<file path="config.mk">
export PLATFORM = sky130hd
export DESIGN_NAME = shift_out_tx
export DESIGN_NICKNAME = d
export VERILOG_FILES = /design/src/rtl/shift_out_tx.sv
export SDC_FILE = /design/constraint.sdc
export NUM_CORES = 1
export LEC_CHECK = 0
export ABC_AREA = 0
export CAP_MARGIN = 15
export CORE_UTILIZATION = 25
export DETAILED_ROUTE_END_ITERATION = 10
export GPL_TIMING_DRIVEN = 0
export PLACE_DENSITY_LB_ADDON = 0.15
export SETUP_SLACK_MARGIN = 0.3
export SLEW_MARGIN = 20
export SYNTH_ARGS = -nofsm -noshare
export SYNTH_HDL_FRONTEND = slang
export SYNTH_SLANG_ARGS = --single-unit
</file>
<file path="constraint.sdc">
create_clock -name clk -period 2.7 [get_ports clk]
set_input_delay 0.675 -clock clk [delete_from_list [all_inputs] [get_ports clk]]
set_output_delay 0.675 -clock clk [all_outputs]
set_load 0.05 [all_outputs]
</file>
<file path="src/rtl/shift_out_tx.sv">
// Serial shift-out transmitter for an external shift/storage register pair.
// Ports: clk, reset (sync, active-high); valid/data/ready accept a frame;
// sdo/sclk/latch drive the external device (data MSB first, latch strobe).
module shift_out_tx #(
  parameter int WIDTH = 16,
  parameter int DIV   = 4
) (
  input  logic             clk,
  input  logic             reset,
  input  logic             valid,
  input  logic [WIDTH-1:0] data,
  output logic             ready,
  output logic             sdo,
  output logic             sclk,
  output logic             latch
);

  localparam int DW = (DIV > 1) ? $clog2(DIV) : 1;
  localparam int CW = (WIDTH > 1) ? $clog2(WIDTH) : 1;

  localparam logic [DW-1:0] DIV_LAST = DW'(DIV - 1);
  localparam logic [CW-1:0] BIT_LAST = CW'(WIDTH - 1);

  typedef enum logic [1:0] {
    IDLE,
    SHIFT_LOW,
    SHIFT_HIGH,
    LATCH
  } state_t;

  state_t           state, state_n;
  logic [DW-1:0]    div, div_n;
  logic [CW-1:0]    cnt, cnt_n;
  logic [WIDTH-1:0] sr, sr_n;
  logic             ready_n, sdo_n, sclk_n, latch_n;
  logic             div_end;

  assign div_end = (div == DIV_LAST);

  always_ff @(posedge clk) begin
    if (reset) begin
      state <= IDLE;
      div   <= '0;
      cnt   <= '0;
      sr    <= '0;
      ready <= 1'b1;
      sdo   <= 1'b0;
      sclk  <= 1'b0;
      latch <= 1'b0;
    end else begin
      state <= state_n;
      div   <= div_n;
      cnt   <= cnt_n;
      sr    <= sr_n;
      ready <= ready_n;
      sdo   <= sdo_n;
      sclk  <= sclk_n;
      latch <= latch_n;
    end
  end

  // Outputs are decoded from the next state so they land in flops
  // together with the state they describe.
  always_comb begin
    state_n = state;
    div_n   = div;
    cnt_n   = cnt;
    sr_n    = sr;
    unique case (state)
      IDLE: begin
        div_n = '0;
        if (valid) begin
          sr_n    = data;
          cnt_n   = BIT_LAST;
          state_n = SHIFT_LOW;
        end
      end
      SHIFT_LOW: begin
        if (div_end) begin
          div_n   = '0;
          state_n = SHIFT_HIGH;
        end else begin
          div_n = div + DW'(1);
        end
      end
      SHIFT_HIGH: begin
        if (div_end) begin
          div_n = '0;
          if (cnt == '0) begin
            state_n = LATCH;
          end else begin
            sr_n    = sr << 1;
            cnt_n   = cnt - CW'(1);
            state_n = SHIFT_LOW;
          end
        end else begin
          div_n = div + DW'(1);
        end
      end
      LATCH: begin
        if (div_end) begin
          div_n   = '0;
          state_n = IDLE;
        end else begin
          div_n = div + DW'(1);
        end
      end
      default: begin
        state_n = IDLE;
        div_n   = '0;
      end
    endcase

    ready_n = (state_n == IDLE);
    sclk_n  = (state_n == SHIFT_HIGH);
    latch_n = (state_n == LATCH);
    // sdo only moves when a new bit is loaded (entering SHIFT_LOW),
    // which coincides with sclk falling or frame start.
    sdo_n   = ((state_n == SHIFT_LOW) || (state_n == SHIFT_HIGH))
              ? sr_n[WIDTH-1] : 1'b0;
  end

endmodule

</file>
==> results.md <==
* Fin crit period at between 2 and 2.5 ns
* CTS tree: built
* Maximum vdd ir drop at between 0.15 and 0.2 mV
* Final ANT Viol Nets at 0
* Largest delay share family, worst path: buffers and inverters
* Synth Area in Adders at under 10%
* Max Clock Freq at between 400 and 500 MHz
* DR DRC count at 0
* Period utilization at 84.1%
* Root buf cell: clkbuf_8
* CTS Hold Buffers Added at 0
* Clock skew at just under 0.003 ns
* Crit-path cells: clkdlybuf4s50_1, mux2i_1, nor3_2, buf_2, a311oi_1
* Clk slew on worst S/H paths at ~0.10 ns
* Synthesized cell area at 0.00143 mm²
* Fill count at 588
* Io pins at 23
* Synth Flop Type: dfxtp_1
* Power Density at 495 mW/mm²
* Worst Setup End Kind: flop
* Clk_lat worst skew at 0.28 ns
* Commonest non-fill, non-tap cell in the layout: dfxtp_1
* Setup Fix Bufs, Post-CTS at 0
* Antenna cells at 0
* Arr. time, crit path at 2.42 ns
* Post-synth EDFFs at 0
* Synth-to-layout area growth at 24.9%
* Final setup violating endpoints at 0
* DRT Pass-1 Iters at 4
* Critical-path maximum fanout at 10
* Port-buffer cells at 21
* Initial antenna violation count at 0
* Total die area at 0.00601 mm²
* Sink Count at 28
* Final Power at 0.000883 W
* Largest net degree at the start of global routing at 16
* Sequential-to-total area share from yosys stat at 39.3%
* Syn nets at 180
* Nature of the critical path startpoint: input pin
* Slew Limit Fails at 0
* Final Routed Wirelength at 3940 µm
* Max-slew headroom at 61.2%
* Count of cell types in the netlist at 40
* Crit path required time at 2.84 ns
* Max stage delay on crit path at 0.53 ns
* Async SR Flop Fraction at 0%
* PostCTS Resize Cnt at 0
* Max-cap violations at 0
* Final #Nets at 206
* Slowest CP cell: nor3_2
* Synth warn at 0
* Setup CP Type: input pin to flop
* Leak at 0.619 nW
* Outcome: complete, no violations
* CORE AREA at 0.00551 mm²
* Drt first-iter violations at 100
* DP HPWL at 2700 µm
* RePlAce Congestion at 0.780
* DR vias/cell at 5.38
* Vias in the first global route at 1,366
* CTS Buffer Depth at 2
* FF+latch area at 561 µm²
* Mux contribution to synthesized area at ~1.5%
* RSZ-0062 raised after global routing: no
* WL per Instance at 15.6 µm
* Main combinational cell family by area after synthesis: compound AO/OA/AOI/OAI gates
* TNS Setup at 0 ns
* Initial Util at around a quarter
* Congestion Overflow GR at 0
* Gr usage total at 14.3%
* Synth Area per Inst at 9.20 µm²
* Worst path bufs/invs at 2
* XOR/XNOR Fraction of Synth Area at 0%
* Number of synthesized register bits at 28
* Inserted Clock Buffers at 3
* Compound-Gate Fraction of Synth Area at 25.6%
* Cells after Synth at approximately 160
* Simple-gate share of the synthesized area at 20.3%
* Vias after detailed routing at 1,357
* First-pass GRT wire length at 6820 µm
* Row count at 27
* Share of layout cells above drive strength 1 at 11.7%
* H-tree depth at 1
* Most frequent cells in the layout: 28 x dfxtp_1, 21 x clkdlybuf4s50_1, 16 x a31oi_1, 16 x nand4_1, 16 x nand2_1
* Final Hold Violating Endpoints at 0
* Chip height at 77.5 µm
* Worst Max-Slew Pin Slew at 0.566 ns
* Worst Hold Class: flop to flop
* Multi-input logic area at 751 µm²
* Die X at around 78 µm
stage by stage:
stage          area, µm²  hold WS [ns]  setup WS (ns)  util [%]  cells
6_report            1780         0.481          0.428      32.4    252
3_3_place_gp        1730         0.451          0.221      31.4    248
5_1_grt             1780         0.523          0.355      32.4    252
2_1_floorplan       1430         0.438          0.798         -    155
4_1_cts             1780         0.484          0.467      32.4    252
3_5_place_dp        1730         0.466          0.163      31.4    248
power breakdown:
group / total, W / switching [W] / internal [W]
logic: 0.000160 / 0.0000875 / 0.0000725
registers: 0.000455 / 0.0000154 / 0.000439
clock network: 0.000268 / 0.000137 / 0.000131
total: 0.000883 / 0.000240 / 0.000643
final timing paths:
check | from | to | slack [ns] | depth (start not counted)
worst max register to register | cnt[0] | sdo | 0.56 | 8
worst max-delay path | valid | sr[10] | 0.43 | 5
worst min-delay path | sr[0] | sr[0] | 0.48 | 2
worst min register to register | sr[0] | sr[0] | 0.48 | 2
area by class of cell:
cell class | instances | area share [%]
Timing Repair Buffer | 21 | 11.8
Inverter | 7 | 1.47
Tap cell | 72 | 5.06
Sequential cell | 28 | 31.5
Buffer | 17 | 4.99
Multi-Input combinational cell | 103 | 42.1
Clock buffer | 4 | 3.09
synth_stat cells (2+ instances only):
master / count / share of area [%]
a21oi_1: 2 / 0.70
a311oi_1: 15 / 9.2
a31oi_1: 16 / 7.0
buf_2: 5 / 1.8
buf_4: 3 / 1.6
clkbuf_1: 8 / 2.1
dfxtp_1: 28 / 39
ha_1: 6 / 5.3
inv_1: 6 / 1.6
nand2_1: 16 / 4.2
nand4_1: 16 / 7.0
nor2_1: 2 / 0.53
nor2b_1: 3 / 1.3
nor4_1: 2 / 0.88
o31a_1: 2 / 1.2
logic make-up after synthesis:
| logic type | after synthesis |
|---|---|
| AND/OR/NAND/NOR | 48 |
| AO/OA/AOI/OAI | 47 |
| flip-flops | 28 |
| buffers and inverters | 24 |
| adder cells (fa/ha/maj) | 6 |
| multiplexers | 2 |
routing by layer:
layer  track usage [%]  up-vias  share of wire (%)
met5                 0        -                  0
li1                  -      656                  -
met4              5.09        0                1.1
met1              20.1      651                 47
met3              1.88        4                4.7
met2              22.0       46                 48
flip-flops by register name, summed over array words and instances (netlist names):
signal and flops:
sr 16, cnt 4, ready 1, latch 1, div 2, sclk 1, state 2, sdo 1
worst min-delay path, stage by stage, from the launching register on:
cell and delay (ns):
dfxtp_1 0.33, o31ai_1 0.06, a21oi_1 0.06
(Power assumes the default switching activity.)
